**config.mk**
```make
export PLATFORM = sky130hd
export DESIGN_NAME = ascon_in_loader
export DESIGN_NICKNAME = d
export VERILOG_FILES = /design/src/rtl/ascon_pkg.sv /design/src/rtl/ascon_field_shift.sv /design/src/rtl/ascon_in_loader.sv
export SDC_FILE = /design/constraint.sdc
export NUM_CORES = 1
export LEC_CHECK = 0
export ABC_CLOCK_PERIOD_IN_PS = 2330
export CORE_UTILIZATION = 45
export CTS_BUF_LIST = sky130_fd_sc_hd__clkbuf_16
export DETAILED_ROUTE_END_ITERATION = 8
export PLACE_DENSITY = 0.83
export SYNTH_ARGS = -nofsm -noshare
export SYNTH_HDL_FRONTEND = slang
export SYNTH_SLANG_ARGS = --single-unit
export TNS_END_PERCENT = 20
```
**constraint.sdc**
```tcl
create_clock -name CLK -period 2.33 [get_ports CLK]
set_clock_uncertainty 0.05 [all_clocks]
set_input_delay 0.233 -clock CLK [delete_from_list [all_inputs] [get_ports CLK]]
set_output_delay 0.233 -clock CLK [all_outputs]
set_load 0.01 [all_outputs]
```
**src/rtl/ascon_pkg.sv**
```systemverilog
// Shared definitions for the Ascon-128 input loader: FSM state encoding,
// field widths and the words-per-field helper.
package ascon_pkg;

  // Loader FSM states (plain constants so older tools accept the encoding).
  localparam logic [2:0] S_KEY   = 3'd0;
  localparam logic [2:0] S_NONCE = 3'd1;
  localparam logic [2:0] S_AD    = 3'd2;
  localparam logic [2:0] S_PT    = 3'd3;
  localparam logic [2:0] S_OUT   = 3'd4;

  // Widths of the fields handed to the Ascon-128 core.
  localparam int KEY_W   = 128;
  localparam int NONCE_W = 128;
  localparam int AD_W    = 64;
  localparam int PT_W    = 64;

  // Number of stream words needed to fill a field of field_w bits.
  function automatic int words_per_field(input int field_w, input int dw);
    return field_w / dw;
  endfunction

endpackage

```
**src/rtl/ascon_field_shift.sv**
```systemverilog
// One field register of the loader. Each write stores a single stream word
// at the given slot, slot 0 being the most-significant word of the field.
module ascon_field_shift #(
  parameter int W  = 128,
  parameter int DW = 32,
  parameter int CW = 2
) (
  input  logic          clk,
  input  logic          rst_n,
  input  logic          we_i,
  input  logic [CW-1:0] slot_i,
  input  logic [DW-1:0] data_i,
  output logic [W-1:0]  field_o
);

  localparam int NW = W / DW;

  logic [W-1:0] field_q;

  // Word-granular write into the addressed slot, MS word first.
  always_ff @(posedge clk or negedge rst_n) begin
    // NOTE: the field registers are reset on purpose: the core must never see
    // words of a discarded frame after a reset.
    if (!rst_n) begin
      field_q <= '0;
    end else if (we_i) begin
      for (int i = 0; i < NW; i++) begin
        if (slot_i == CW'(i)) begin
          field_q[W-1-DW*i -: DW] <= data_i;
        end
      end
    end
  end

  assign field_o = field_q;

endmodule

```
**src/rtl/ascon_in_loader.sv**
```systemverilog
// Word-serial input stage for the Ascon-128 encrypt core. Assembles key,
// nonce, associated data and plaintext from a valid/ready word stream and
// presents them as one parallel frame on a second valid/ready handshake.
// Optional feature: define ASCON_LOADER_KEY_REUSE_EN to add the KEY_REUSE
// input, which lets a frame skip the key once a key has been loaded.
module ascon_in_loader
  import ascon_pkg::*;
#(
  parameter int DW = 32
) (
  input  logic          CLK,
  input  logic          RST_N,
  input  logic          IN_VALID,
  output logic          IN_READY,
  input  logic [DW-1:0] IN_DATA,
  output logic          OUT_VALID,
  input  logic          OUT_READY,
`ifdef ASCON_LOADER_KEY_REUSE_EN
  input  logic          KEY_REUSE,
`endif
  output logic [127:0]  SK,
  output logic [127:0]  N,
  output logic [63:0]   A,
  output logic [63:0]   P
);

  if (DW != 32 && DW != 64) begin : g_dw_check
    $error("ascon_in_loader: DW must be 32 or 64");
  end

  localparam int CNT_W = $clog2(words_per_field(KEY_W, DW));

  localparam logic [CNT_W-1:0] KEY_LAST   = CNT_W'(words_per_field(KEY_W, DW) - 1);
  localparam logic [CNT_W-1:0] NONCE_LAST = CNT_W'(words_per_field(NONCE_W, DW) - 1);
  localparam logic [CNT_W-1:0] AD_LAST    = CNT_W'(words_per_field(AD_W, DW) - 1);
  localparam logic [CNT_W-1:0] PT_LAST    = CNT_W'(words_per_field(PT_W, DW) - 1);

  logic [2:0]       state_q, state_d;
  logic [CNT_W-1:0] cnt_q, cnt_d;
  logic             key_loaded_q, key_loaded_d;

  logic             accept;
  logic             reuse_hit;
  logic             we_key, we_nonce, we_ad, we_pt;
  logic [CNT_W-1:0] slot;

  assign IN_READY  = (state_q != S_OUT);
  assign OUT_VALID = (state_q == S_OUT);
  assign accept    = IN_VALID && IN_READY;

  // A key-reuse request only matters on the first word of a frame and only
  // once a key is actually held in SK.
`ifdef ASCON_LOADER_KEY_REUSE_EN
  assign reuse_hit = (cnt_q == '0) && KEY_REUSE && key_loaded_q;
`else
  assign reuse_hit = 1'b0;
`endif

  // Next-state, word counter and field write-enable decode.
  always_comb begin
    // NOTE: every signal driven here gets a default first, so no path leaves
    // one unassigned and no latch is inferred; blocking assignments are right
    // in combinational logic, the registers below use non-blocking ones.
    state_d      = state_q;
    cnt_d        = cnt_q;
    key_loaded_d = key_loaded_q;
    we_key       = 1'b0;
    we_nonce     = 1'b0;
    we_ad        = 1'b0;
    we_pt        = 1'b0;
    slot         = cnt_q;

    case (state_q)
      S_KEY: begin
        if (accept) begin
          if (reuse_hit) begin
            // The word is nonce word 0; SK keeps the previously loaded key.
            we_nonce = 1'b1;
            slot     = '0;
            state_d  = S_NONCE;
            cnt_d    = CNT_W'(1);
          end else begin
            we_key = 1'b1;
            if (cnt_q == KEY_LAST) begin
              state_d      = S_NONCE;
              cnt_d        = '0;
              key_loaded_d = 1'b1;
            end else begin
              cnt_d = cnt_q + 1'b1;
            end
          end
        end
      end

      S_NONCE: begin
        if (accept) begin
          we_nonce = 1'b1;
          if (cnt_q == NONCE_LAST) begin
            state_d = S_AD;
            cnt_d   = '0;
          end else begin
            cnt_d = cnt_q + 1'b1;
          end
        end
      end

      S_AD: begin
        if (accept) begin
          we_ad = 1'b1;
          if (cnt_q == AD_LAST) begin
            state_d = S_PT;
            cnt_d   = '0;
          end else begin
            cnt_d = cnt_q + 1'b1;
          end
        end
      end

      S_PT: begin
        if (accept) begin
          we_pt = 1'b1;
          if (cnt_q == PT_LAST) begin
            state_d = S_OUT;
            cnt_d   = '0;
          end else begin
            cnt_d = cnt_q + 1'b1;
          end
        end
      end

      S_OUT: begin
        if (OUT_READY) begin
          state_d = S_KEY;
          cnt_d   = '0;
        end
      end

      default: begin
        state_d = S_KEY;
        cnt_d   = '0;
      end
    endcase
  end

  // FSM, word counter and key_loaded registers.
  always_ff @(posedge CLK or negedge RST_N) begin
    if (!RST_N) begin
      state_q      <= S_KEY;
      cnt_q        <= '0;
      key_loaded_q <= 1'b0;
    end else begin
      state_q      <= state_d;
      cnt_q        <= cnt_d;
      key_loaded_q <= key_loaded_d;
    end
  end

  ascon_field_shift #(.W(KEY_W), .DW(DW), .CW(CNT_W)) u_key (
    .clk     (CLK),
    .rst_n   (RST_N),
    .we_i    (we_key),
    .slot_i  (slot),
    .data_i  (IN_DATA),
    .field_o (SK)
  );

  ascon_field_shift #(.W(NONCE_W), .DW(DW), .CW(CNT_W)) u_nonce (
    .clk     (CLK),
    .rst_n   (RST_N),
    .we_i    (we_nonce),
    .slot_i  (slot),
    .data_i  (IN_DATA),
    .field_o (N)
  );

  ascon_field_shift #(.W(AD_W), .DW(DW), .CW(CNT_W)) u_ad (
    .clk     (CLK),
    .rst_n   (RST_N),
    .we_i    (we_ad),
    .slot_i  (slot),
    .data_i  (IN_DATA),
    .field_o (A)
  );

  ascon_field_shift #(.W(PT_W), .DW(DW), .CW(CNT_W)) u_pt (
    .clk     (CLK),
    .rst_n   (RST_N),
    .we_i    (we_pt),
    .slot_i  (slot),
    .data_i  (IN_DATA),
    .field_o (P)
  );

endmodule

```
* Yosys cells after proc, flatten, opt, wreduce, memory -nomap -nowiden *
Cells that the tools add are included.

word-level totals
  register bits after elaboration = 389
  input bits = 36
  logic and storage cells = 74

cells by class
  add/subtract/negate cells = 1
  equal/unequal tests = 19
  multiplexer cells = 21
  reduce and logical (&&, ||, !) cells = 19

operators with widths
  cell                                                                      number
  3-bit 2-to-1 mux                                                          9
  2-bit AND reduction                                                       12
  2-bit inequality test (second input constant)                             8
  3-bit case mux with 5 select lines                                        1
  2-bit 2-to-1 mux                                                          5
  9-bit AND reduction                                                       1
  3-bit by 2-bit == test with 1-bit output (second input constant)          2
  2-bit by 1-bit inequality test with 1-bit output (second input constant)  3
  2-bit case mux with 3 select lines                                        1
  1-bit 2-to-1 mux                                                          5
  2-bit == test (second input constant)                                     2
  2-bit OR reduction                                                        2
  3-bit by 1-bit == test with 1-bit output (second input constant)          1
  3-bit == test (second input constant)                                     1
  3-bit zero test                                                           1
  3-bit inequality test (second input constant)                             1
  3-bit AND reduction                                                       1
  2-bit by 1-bit adder with 2-bit output (second input constant)            1
  2-bit by 1-bit == test with 1-bit output (second input constant)          1
  2-bit zero test                                                           1
  1-bit logical AND                                                         1

* Logic depth before layout (Yosys ltp) *
Gate-level depths: netlist (run 1).

  depth in word-level cells = 5
  depth in mapped cells = 6

* Hierarchy *
From an unflattened synthesis (run 1), not the netlist that was laid out.

second synthesis, totals
  cells, all modules = 858
  area total of the unflattened synthesis = 14707.9 um^2

by module, submodules not included
  module                          times used  cells an instance  area an instance (um^2)  seq. area each (um^2)
  ascon_field_shift at u_key ...  2           272                4744.6                   3203.1
  ascon_field_shift at u_ad ...   2           136                2416.1                   1601.5
  ascon_in_loader                 1           42                 386.6                    125.1

* Least setup slack after synthesis (run 1) *
Ideal clock, no wire load.

  kind = register to register
  start = register cnt_q[1]
  end = register u_pt.field_q[10], in the netlist u_pt.field_o[10]
  library setup time = 0.125 ns
  data arrival time = 1.616 ns
  required time = 2.155 ns
  setup slack = 0.539 ns
  stages on the path, launching flop included = 7
  buffers on the path = 1
  period minus slack after synthesis = 1.791 ns
  path through = dfrtp_1 -> inv_1 -> ha_1 -> nand3b_1 -> nor2_2 -> buf_2 -> mux2_2

on the way
  cells in the longest elaborated chain, start to end = 2

ends and longest elaborated chain
  item                                      RTL line                 RTL
  start: declaration                        ascon_in_loader.sv:39    logic [CNT_W-1:0] cnt_q, cnt_d;
  start signal: assignment                  ascon_in_loader.sv:153   cnt_q <= cnt_d;
  2-bit by 1-bit == test with 1-bit output  ascon_field_shift.sv:28  if (slot_i == CW'(i)) begin
  2-bit AND reduction (no source line)      --
  end signal: indexed assignment            ascon_field_shift.sv:29  field_q[W-1-DW*i -: DW] <= data_i;
  end: declaration                          ascon_field_shift.sv:18  logic [W-1:0] field_q;

Every way passes these cells.
A chain may end at the register's enable or synchronous reset.

* Worst setup path in the final report (run 1) *
  start = register state_q[0]
  end = output port OUT_VALID

on the way
  cells in the longest elaborated chain, start to end = 1

ends and longest elaborated chain
  item                      RTL line                RTL
  start: declaration        ascon_in_loader.sv:38   logic [2:0] state_q, state_d;
  start signal: assignment  ascon_in_loader.sv:152  state_q <= state_d;
  3-bit == test             ascon_in_loader.sv:48   assign OUT_VALID = (state_q == S_OUT);
  end: declaration          ascon_in_loader.sv:16   output logic OUT_VALID,

Every way passes these cells.

==> results of run 1 <==
## layout make-up
class	count	share of cell area [%]
well taps	442	2.62
inverters	4	0.0711
multi-input cells	424	22.6
clock inverters	29	0.953
repair buffers	463	22.6
diodes	1	0.0118
flip-flops and latches	389	46.1
clock buffers	43	5.09
## state kept, by name, summed over array words and instances (netlist names)
register and count:
u_key.field_o 128, u_nonce.field_o 128, u_ad.field_o 64, u_pt.field_o 64
state_q 3, cnt_q 2
## final timing paths
path / endpoint / from / cells past startpoint / slack [ns]
max in group asynchronous: u_pt.field_o[24]$_DFFE_PN0P_ / RST_N / 4 / 1.22
max: OUT_VALID / state_q[0]$_DFFE_PN0P_ / 3 / 0.07
min: u_ad.field_o[49]$_DFFE_PN0P_ / RST_N / 2 / 0.17
max reg2reg: u_nonce.field_o[93]$_DFFE_PN0P_ / cnt_q[1]$_DFFE_PN0P_ / 6 / 0.23
min in group CLK: state_q[2]$_DFFE_PN0P_ / OUT_READY / 2 / 0.30
min reg2reg: u_nonce.field_o[18]$_DFFE_PN0P_ / u_nonce.field_o[18]$_DFFE_PN0P_ / 1 / 0.43
## worst max-delay path, stage by stage (launching register included)
cell                              delay [ns]
sky130_fd_sc_hd__dfrtp_2                0.43
sky130_fd_sc_hd__or3b_4                 0.43
sky130_fd_sc_hd__inv_1                  0.07
sky130_fd_sc_hd__clkdlybuf4s50_1        0.53
## stage by stage
stage	cells	total power, uW	hold slack (ns)	setup WS, ns	cell area [um2]
after floorplan	891	17100	-0.113	0.539	14900
after global placement	1717	25000	0.128	0.193	19800
after detailed placement	1717	25500	0.121	0.122	19800
after CTS	1791	31900	0.168	0.0132	21100
after global routing	1795	33200	0.191	0.0246	21100
final	1795	31700	0.166	0.0745	21100
## per-layer routing
layer  GRT usage [%]  vias up  wire, um
met5               0        -         0
met4            9.93        0      1550
met3            5.88       93      2630
met2            41.7      334     20500
met1            28.8     4749     16000
li1                -     3977         -
## repair_timing
item,CTS,global route
hold buffers,1,0
hold endpoints to repair,155,0
gates resized for setup,3,1
endpoints found under the setup margin,2,1
setup buffers,1,3
## cells in the final DEF (no fill, tap or decap), types with 4 or more instances in the layout
cell type / instances
sky130_fd_sc_hd__and3_2: 4
sky130_fd_sc_hd__buf_12: 19
sky130_fd_sc_hd__buf_4: 22
sky130_fd_sc_hd__clkbuf_16: 43
sky130_fd_sc_hd__clkdlybuf4s50_1: 420
sky130_fd_sc_hd__clkinv_1: 12
sky130_fd_sc_hd__dfrtp_1: 386
sky130_fd_sc_hd__ha_1: 5
sky130_fd_sc_hd__inv_1: 13
sky130_fd_sc_hd__mux2_1: 112
sky130_fd_sc_hd__mux2_2: 243
sky130_fd_sc_hd__mux2_4: 30
sky130_fd_sc_hd__nor2_4: 6
## logic make-up after synthesis
kind of cell	count (synthesis)	share of synthesized area, %
adder cells (fa/ha/maj)	5	0.420
flip-flops	389	65.4
AND/OR/NAND/NOR	25	0.967
multiplexers	386	29.9
buffers and inverters	78	2.93
AO/OA/AOI/OAI	8	0.345
## power groups by stage
| stage | registers, uW | clock network, uW | logic [uW] |
|---|---|---|---|
| 6_report | 11800 | 6220 | 13700 |
| 5_1_grt | 12200 | 6610 | 14400 |
| 4_1_cts | 11800 | 6360 | 13700 |
| 3_5_place_dp | 11900 | 0 | 13600 |
| 3_3_place_gp | 11700 | 0 | 13300 |
| 2_1_floorplan | 13200 | 0 | 3880 |
==> results by group, run 1 <==
Routing
  • DRT iter0 DRCs: 316
  • Vias/cell: 5.10
  • Routed via count: 9,153
  • Average wire per standard cell: 22.7 um
  • Router iterations before antenna repair: 4
  • Final antenna-violating net count: 0
  • Post-detailed-routing wire length: 40,700 um
  • DRC: 0

Yosys
  • Cell with the most instances after synthesis: sky130_fd_sc_hd__dfrtp_1
  • Post-Synthesis Cells: 891
  • Number of warnings issued by yosys: 0
  • Post-synth top area share: 65.4%
  • Count of flip-flops with a built-in enable after synthesis: 0
  • Dominant register cell in the synthesized netlist: sky130_fd_sc_hd__dfrtp_1
  • Most common library cells after synthesis: 389 x sky130_fd_sc_hd__dfrtp_1, 243 x sky130_fd_sc_hd__mux2_2, 112 x sky130_fd_sc_hd__mux2_1
  • Mapped Avg Cell Area: 16.7 um2
  • Proportion of synthesized flip-flops having asynchronous set or reset: 100%
  • Number of nets in the synthesized netlist: 932
  • Netlist area before placement: 0.0149 mm2
  • Top post-synthesis cells by area: sky130_fd_sc_hd__dfrtp_1 65%, sky130_fd_sc_hd__mux2_2 18%, sky130_fd_sc_hd__mux2_1 8.5%
  • Unique masters post-synth: 28
  • Part of the Yosys area used for sequential elements: 65.4%
  • Library cell occupying the most area in the post-synthesis netlist: sky130_fd_sc_hd__dfrtp_1
  • Post-synthesis sequential element count: 389

Hold path
  • Class of the worst hold path: in -> async

Setup path
  • Critical path type: reg -> out
  • Data arrival, critical path: 1.97 ns
  • Kind of start point of the critical path: flip-flop
  • Kind of capture point of the worst setup path: output pin
  • Critical path peak fanout: 5
  • Critical Path RT: 2.05 ns

Cells and area
  • Fill count: 2,373
  • Area taken by multi-input logic gates: 0.00477 mm2
  • Ratio of cells with drive above 1 in the final layout: 28.3%
  • Synth-to-layout area growth: 42.0%
  • Net total in the final layout: 1,364
  • Footprint of the flip-flops and latches: 0.00974 mm2
  • Util after Layout: 64.9%

Clock tree
  • Clock transition at the registers of the reported paths: 0.06 ns
  • Number of buffers created by CTS: 41
  • Clock latency reported for the late side of the worst-skew pair: 0.52 ns
  • CTS tree: done
  • Maximum clock insertion buffer count: 3
  • CTS Sinks: 389
  • H-tree depth reported by CTS: 2
  • Cell at the root of the clock tree: sky130_fd_sc_hd__clkbuf_16

GRT
  • Wire length of the first global-routing pass: 61,500 um
  • Pin count of the biggest net entering global routing: 53
  • Antenna violations before repair: 1
  • Via count of the first global-routing pass: 10,000
  • Total congestion overflow after global routing: 0
  • GRT Overall Usage: 24.1%

Floorplanning
  • Starting density of the core: 45.8%
  • Row cnt: 66
  • Area enclosed by the die boundary: 0.0338 mm2
  • Width of the die: 184 um
  • Floorplan core area: 0.0325 mm2
  • Top-level port count: 422
  • Die height: 184 um

Power
  • VDD IR max: 0.00112 V
  • Cell area power density: 1500 mW/mm2
  • Net load switching power: 9630 uW
  • Cell Int Power: 22,100 uW
  • Leakage component of the power: 0.00923 uW
  • Fraction of power spent switching nets: 30.4%
  • Portion of total power attributed to the clock network: 19.6%
  • Share of power burned in registers: 37.3%
  • Fraction of power consumed by combinational cells: 43.1%

Place
  • Global placement routability congestion: 0.820
  • DP Wirelength: 28,000 um
  • # port buffers: 421

Timing
  • Fraction of the cycle the final worst path needs: 96.8%
  • Fin Setup TNS: 0 ns
  • Highest clock frequency the design can meet: 443 MHz
  • RSZ-0062 raised after global routing: false
  • Hold violation count in the final report: 0
  • Transition at the pin with the smallest max-transition slack: 0.779 ns
  • Worst rel slew slack: 47.9%
  • Total of endpoints with negative setup slack in the final report: 0
  • Clock period minus worst slack: 2.26 ns
  • Number of pins with negative max-slew slack in the final report: 0

Status
  • Status: finished clean

Job
  • Max Cap Violations: 0
No activity file was read; power rests on OpenSTA's default activity.
==> inputs of run 2 (changes only) <==
Settings changed: CORE_ASPECT_RATIO from default to 2.
==> run 2 against run 1 <==
  * Setup slack improved by 0.0084 ns
  * Combinational power barely moved
  * Global-route usage increased by 1.6 points
  * Clock power down 11%
  * Non-clock buffer count decreased by 7
  * Highest routed layer unchanged
==> results by group, run 2 (synthesized netlist as in run 1, its figures left out) <==
GRT
  • Pin count of the biggest net entering global routing: 93
  • Wire length of the first global-routing pass: 63,100 um
  • Via count of the first global-routing pass: 10,000
  • Total congestion overflow after global routing: 0
  • Antenna violations before repair: 0
  • GRT Overall Usage: 25.7%

Setup path
  • Register-to-register setup slack: 0.23 ns
  • Critical path type: reg -> out
  • Reg2reg path depth: 6
  • Master of the slowest instance on the critical path: sky130_fd_sc_hd__clkdlybuf4s50_1
  • Endpoint of the most critical register-to-register path: u_nonce.field_o[74]$_DFFE_PN0P_
  • Biggest cell delay along the critical path: 0.53 ns
  • Kind of capture point of the worst setup path: output pin
  • Data arrival, critical path: 1.96 ns
  • Critical path cell sequence: or3b_4 > inv_1 > clkdlybuf4s50_1
  • Critical Path RT: 2.05 ns
  • Kind of start point of the critical path: flip-flop
  • RR Startpoint: cnt_q[1]$_DFFE_PN0P_
  • Critical path peak fanout: 6

Power
  • Leakage component of the power: 0.00913 uW
  • Cell area power density: 1490 mW/mm2
  • VDD IR max: 0.000876 V

Timing
  • Transition at the pin with the smallest max-transition slack: 0.710 ns
  • Highest clock frequency the design can meet: 445 MHz
  • Fraction of the cycle the final worst path needs: 96.4%
  • Number of pins with negative max-slew slack in the final report: 0
  • RSZ-0062 raised after global routing: false
  • Hold violation count in the final report: 0
  • Fin Setup TNS: 0 ns
  • Clock period minus worst slack: 2.25 ns
  • Worst rel slew slack: 52.5%
  • Total of endpoints with negative setup slack in the final report: 0

Cells and area
  • Most common cell after layout, fill and taps aside: sky130_fd_sc_hd__clkdlybuf4s50_1
  • Ratio of cells with drive above 1 in the final layout: 27.9%
  • Most used cells in the layout excluding fill and tap cells: 420 x sky130_fd_sc_hd__clkdlybuf4s50_1, 386 x sky130_fd_sc_hd__dfrtp_1, 243 x sky130_fd_sc_hd__mux2_2
  • Net total in the final layout: 1,351
  • Synth-to-layout area growth: 40.7%
  • Diode insertion count for antenna repair: 0
  • Non-filler instance count after layout: 1,761

Routing
  • Vias/cell: 5.23
  • Average wire per standard cell: 24.1 um
  • DRC: 0
  • Routed via count: 9,205
  • DRT iter0 DRCs: 396
  • Final antenna-violating net count: 0
  • Router iterations before antenna repair: 4
  • Post-detailed-routing wire length: 42,400 um

Clock tree
  • CTS Sinks: 389
  • H-tree depth reported by CTS: 2
  • Clock latency reported for the late side of the worst-skew pair: 0.50 ns
  • Cell at the root of the clock tree: sky130_fd_sc_hd__clkbuf_16
  • Number of buffers created by CTS: 35
  • CTS tree: done
  • Clock transition at the registers of the reported paths: 0.06 ns
  • Maximum clock insertion buffer count: 3

Floorplanning
  • Starting density of the core: 46.0%
  • Row cnt: 93
  • Area enclosed by the die boundary: 0.0339 mm2
  • Die height: 259 um
  • Floorplan core area: 0.0323 mm2
  • Top-level port count: 422
  • Width of the die: 131 um

Place
  • Global placement routability congestion: 0.796
  • Number of placed instances, taps included: 1,697
  • # port buffers: 421
  • DP Wirelength: 30,100 um

Status
  • Status: finished clean

Hold path
  • Class of the worst hold path: in -> async

Job
  • Max Cap Violations: 0
run 2: changes by cell type in the layout (fill, tap and decap cells not counted), moves of 2 or more:
cell                        previous run  this run
sky130_fd_sc_hd__buf_4                22         8
sky130_fd_sc_hd__clkinv_1             12         4
sky130_fd_sc_hd__buf_12               19        26
sky130_fd_sc_hd__clkbuf_16            43        37
sky130_fd_sc_hd__clkinv_2              3         7
sky130_fd_sc_hd__inv_6                 2         0
run 2: critical path, delay by kind of cell, from the launching register on:
kind                   cells  cell delay (ns)
buffers and inverters      2             0.60
and+or+nand+nor            1             0.42
DFF                        1             0.44
run 2: how the worst max path moves through the flow:
| stage | to | start | cells past startpoint | slack [ns] |
|---|---|---|---|---|
| final | OUT_VALID | state_q[0]$_DFFE_PN0P_ | 3 | 0.08 |
| after floorplan | u_pt.field_o[10]$_DFFE_PN0P_ | cnt_q[1]$_DFFE_PN0P_ | 6 | 0.54 |
| after global placement | u_nonce.field_o[73]$_DFFE_PN0P_ | IN_VALID | 5 | 0.21 |
| after global routing | OUT_VALID | state_q[0]$_DFFE_PN0P_ | 3 | 0.02 |
| after detailed placement | u_nonce.field_o[89]$_DFFE_PN0P_ | IN_VALID | 5 | 0.14 |
| after CTS | OUT_VALID | state_q[0]$_DFFE_PN0P_ | 3 | 0.02 |
run 2: power by group:
part           total (uW)  switching [uW]  internal, uW
Clock                5520            2440          3090
Sequential          11800            1790         10000
Combinational       13900            5490          8400
run 2: final cells by class:
class                           instances  area [um2]
Tap cell                              427         534
Clock inverter                         24         155
Clock buffer                           37         926
Timing Repair Buffer                  456        4810
Fill cell                            2385       11400
Inverter                                4        15.0
Multi-Input combinational cell        424        4770
Sequential cell                       389        9740
run 2: per-stage QoR:
stage / instance area [um2] / total power [uW] / utilization, % / hold WS [ns] / setup WS, ns
after floorplan: 14900 / 17100 / - / -0.113 / 0.539
after global placement: 19800 / 25300 / 61.3 / 0.0636 / 0.213
after detailed placement: 19800 / 25900 / 61.3 / 0.0660 / 0.143
after CTS: 20900 / 31500 / 64.7 / 0.122 / 0.0219
after global routing: 20900 / 32700 / 64.8 / 0.136 / 0.0192
final: 20900 / 31200 / 64.8 / 0.132 / 0.0830
run 2: layer usage:
layer  up-vias  track usage (%)  wire (um)
li1       3934                -          -
met1      4802             27.8      14700
met2       354             46.1      23000
met3       115             4.62       2180
met4         0             14.6       2460
met5         -                0          0
run 2: timing repair:
action / in CTS / in global routing
hold buffers: 1 / 0
resized for setup: 3 / 1
endpoints found under the setup margin: 2 / 1
hold endpoints to repair: 365 / 0
setup buffers: 1 / 1
==> inputs of run 3 (changes only) <==
Settings changed: CELL_PAD_IN_SITES_DETAIL_PLACEMENT from default to 0, CELL_PAD_IN_SITES_GLOBAL_PLACEMENT from default to 1, CORE_ASPECT_RATIO 2 to default, CORE_UTILIZATION 45 to 39, PLACE_DENSITY 0.83 to 0.87.
==> run 3 against run 2 <==
  * Wire length decreased by 1.7%
  * Final cell count increased by 5.6%
  * Count of clock-buffer cells in the layout increased by 8
  * Critical endpoint is now IN_READY
  * Largest power group unchanged
  * Sequential share of layout area decreased by 0.56 points
  * Clock power increased by 18%
  * Global-route usage decreased by 4.0 points
  * Sequential power about the same
  * Via count decreased by 0.61%
==> results by group, run 3 (synthesized netlist as in run 1, its figures left out) <==
Place
  • # port buffers: 421
  • DP Wirelength: 29,400 um
  • Placement Setup Slack: 0.139 ns
  • Global placement routability congestion: 0.766

Routing
  • Vias/cell: 4.92
  • Detailed route wirelength on metal2: 20,500 um
  • WL met1: 17,000 um
  • DRC: 0
  • Post-detailed-routing wire length: 41,600 um
  • Top layer in use: met4
  • Final antenna-violating net count: 0
  • Met3 WL: 2910 um
  • DRT iter0 DRCs: 225
  • Average wire per standard cell: 22.4 um
  • Router iterations before antenna repair: 4
  • Routed via count: 9,149

Timing
  • Fin Setup TNS: 0 ns
  • Fraction of the cycle the final worst path needs: 92.9%
  • RSZ-0062 raised after global routing: false
  • Hold violation count in the final report: 0
  • Worst rel slew slack: 49.4%
  • Clock period minus worst slack: 2.16 ns
  • Highest clock frequency the design can meet: 462 MHz
  • Final Worst Setup Slack: 0.165 ns
  • Total of endpoints with negative setup slack in the final report: 0
  • Transition at the pin with the smallest max-transition slack: 0.756 ns
  • Number of pins with negative max-slew slack in the final report: 0

Clock tree
  • Number of buffers created by CTS: 43
  • Clock transition at the registers of the reported paths: 0.06 ns
  • CTS tree: done
  • Maximum clock insertion buffer count: 3
  • Cell at the root of the clock tree: sky130_fd_sc_hd__clkbuf_16
  • Clock latency reported for the late side of the worst-skew pair: 0.54 ns
  • H-tree depth reported by CTS: 2
  • CTS Sinks: 389

Cells and area
  • Fill count: 3,024
  • Most used cells in the layout excluding fill and tap cells: 419 x sky130_fd_sc_hd__clkdlybuf4s50_1, 387 x sky130_fd_sc_hd__dfrtp_1, 243 x sky130_fd_sc_hd__mux2_2
  • Most common cell after layout, fill and taps aside: sky130_fd_sc_hd__clkdlybuf4s50_1
  • Net total in the final layout: 1,361
  • Synth-to-layout area growth: 42.4%
  • Ratio of cells with drive above 1 in the final layout: 28.4%

Status
  • Status: finished clean

Setup path
  • Biggest cell delay along the critical path: 0.50 ns
  • Data arrival, critical path: 1.88 ns
  • Kind of start point of the critical path: flip-flop
  • Critical path cell sequence: or3b_4 > clkdlybuf4s50_1
  • Critical path peak fanout: 4
  • Register-to-register setup slack: 0.25 ns
  • Reg2reg path depth: 6
  • RR Startpoint: cnt_q[1]$_DFFE_PN0P_
  • Kind of capture point of the worst setup path: output pin
  • Worst path bufs/invs: 1
  • Critical Path RT: 2.05 ns
  • Critical path's top delay family: buffers and inverters
  • Master of the slowest instance on the critical path: sky130_fd_sc_hd__clkdlybuf4s50_1
  • Critical path type: reg -> out
  • Endpoint of the most critical register-to-register path: u_nonce.field_o[66]$_DFFE_PN0P_

Floorplanning
  • Floorplan core area: 0.0376 mm2
  • Starting density of the core: 39.6%
  • Area enclosed by the die boundary: 0.0390 mm2
  • Width of the die: 197 um
  • Die height: 197 um
  • Row cnt: 71
  • Top-level port count: 422

Job
  • Max Cap Violations: 0

GRT
  • GRT Overall Usage: 21.7%
  • Via count of the first global-routing pass: 9,977
  • Wire length of the first global-routing pass: 62,900 um
  • Total congestion overflow after global routing: 0
  • Pin count of the biggest net entering global routing: 81
  • Antenna violations before repair: 1

Power
  • Cell area power density: 1510 mW/mm2
  • Leakage component of the power: 0.00923 uW
  • PnR Total Power: 31,900 uW
  • VDD IR max: 0.000822 V

Hold path
  • Class of the worst hold path: in -> async
[run 3: metal layers]
layer,GRT usage (%),up-vias
met4,8.41,0
met2,36.0,326
met1,27.0,4789
met5,0,-
met3,5.70,70
li1,-,3964
[run 3: power by group]
part	total, uW	internal, uW	switching, uW	leakage, uW
Combinational	13500	8330	5210	0.00374
Clock	6540	3900	2640	0.000686
Sequential	11800	10000	1790	0.00480
[run 3: cell type report]
cell class                 instances  area [um2]  share of cell area (%)
sequential                       389        9740                    45.9
multi-input combinational        424        4770                    22.5
timing repair buffer             458        4690                    22.1
clock buffer                      45        1130                    5.31
tap                              511         639                    3.02
clock inverter                    27         223                    1.05
inverter                           4        15.0                  0.0708
antenna                            1        2.50                  0.0118
[run 3: repair_timing]
action                                 CTS  global route
endpoints found under the hold margin  389             0
resized for setup                        3             1
setup buffers                            3             0
hold buffers                             1             0
setup endpoints to repair                2             1
[run 3: worst max path at each step]
stage	end	cells past startpoint	from	slack, ns
finish	IN_READY	2	state_q[1]$_DFFE_PN0P_	0.17
CTS	OUT_VALID	3	state_q[1]$_DFFE_PN0P_	0.01
global route	IN_READY	2	state_q[1]$_DFFE_PN0P_	0.11
floorplan	u_pt.field_o[10]$_DFFE_PN0P_	6	cnt_q[1]$_DFFE_PN0P_	0.54
global placement	u_nonce.field_o[67]$_DFFE_PN0P_	5	IN_VALID	0.19
detailed placement	u_nonce.field_o[83]$_DFFE_PN0P_	5	IN_VALID	0.14
[run 3: per-stage QoR]
stage | hold slack, ns | util, % | area (um2) | std cells
2_1_floorplan | -0.113 | - | 14900 | 891
3_3_place_gp | 0.0924 | 52.7 | 19800 | 1782
3_5_place_dp | 0.0931 | 52.7 | 19800 | 1782
4_1_cts | 0.108 | 56.4 | 21200 | 1858
5_1_grt | 0.139 | 56.4 | 21200 | 1859
6_report | 0.117 | 56.4 | 21200 | 1859
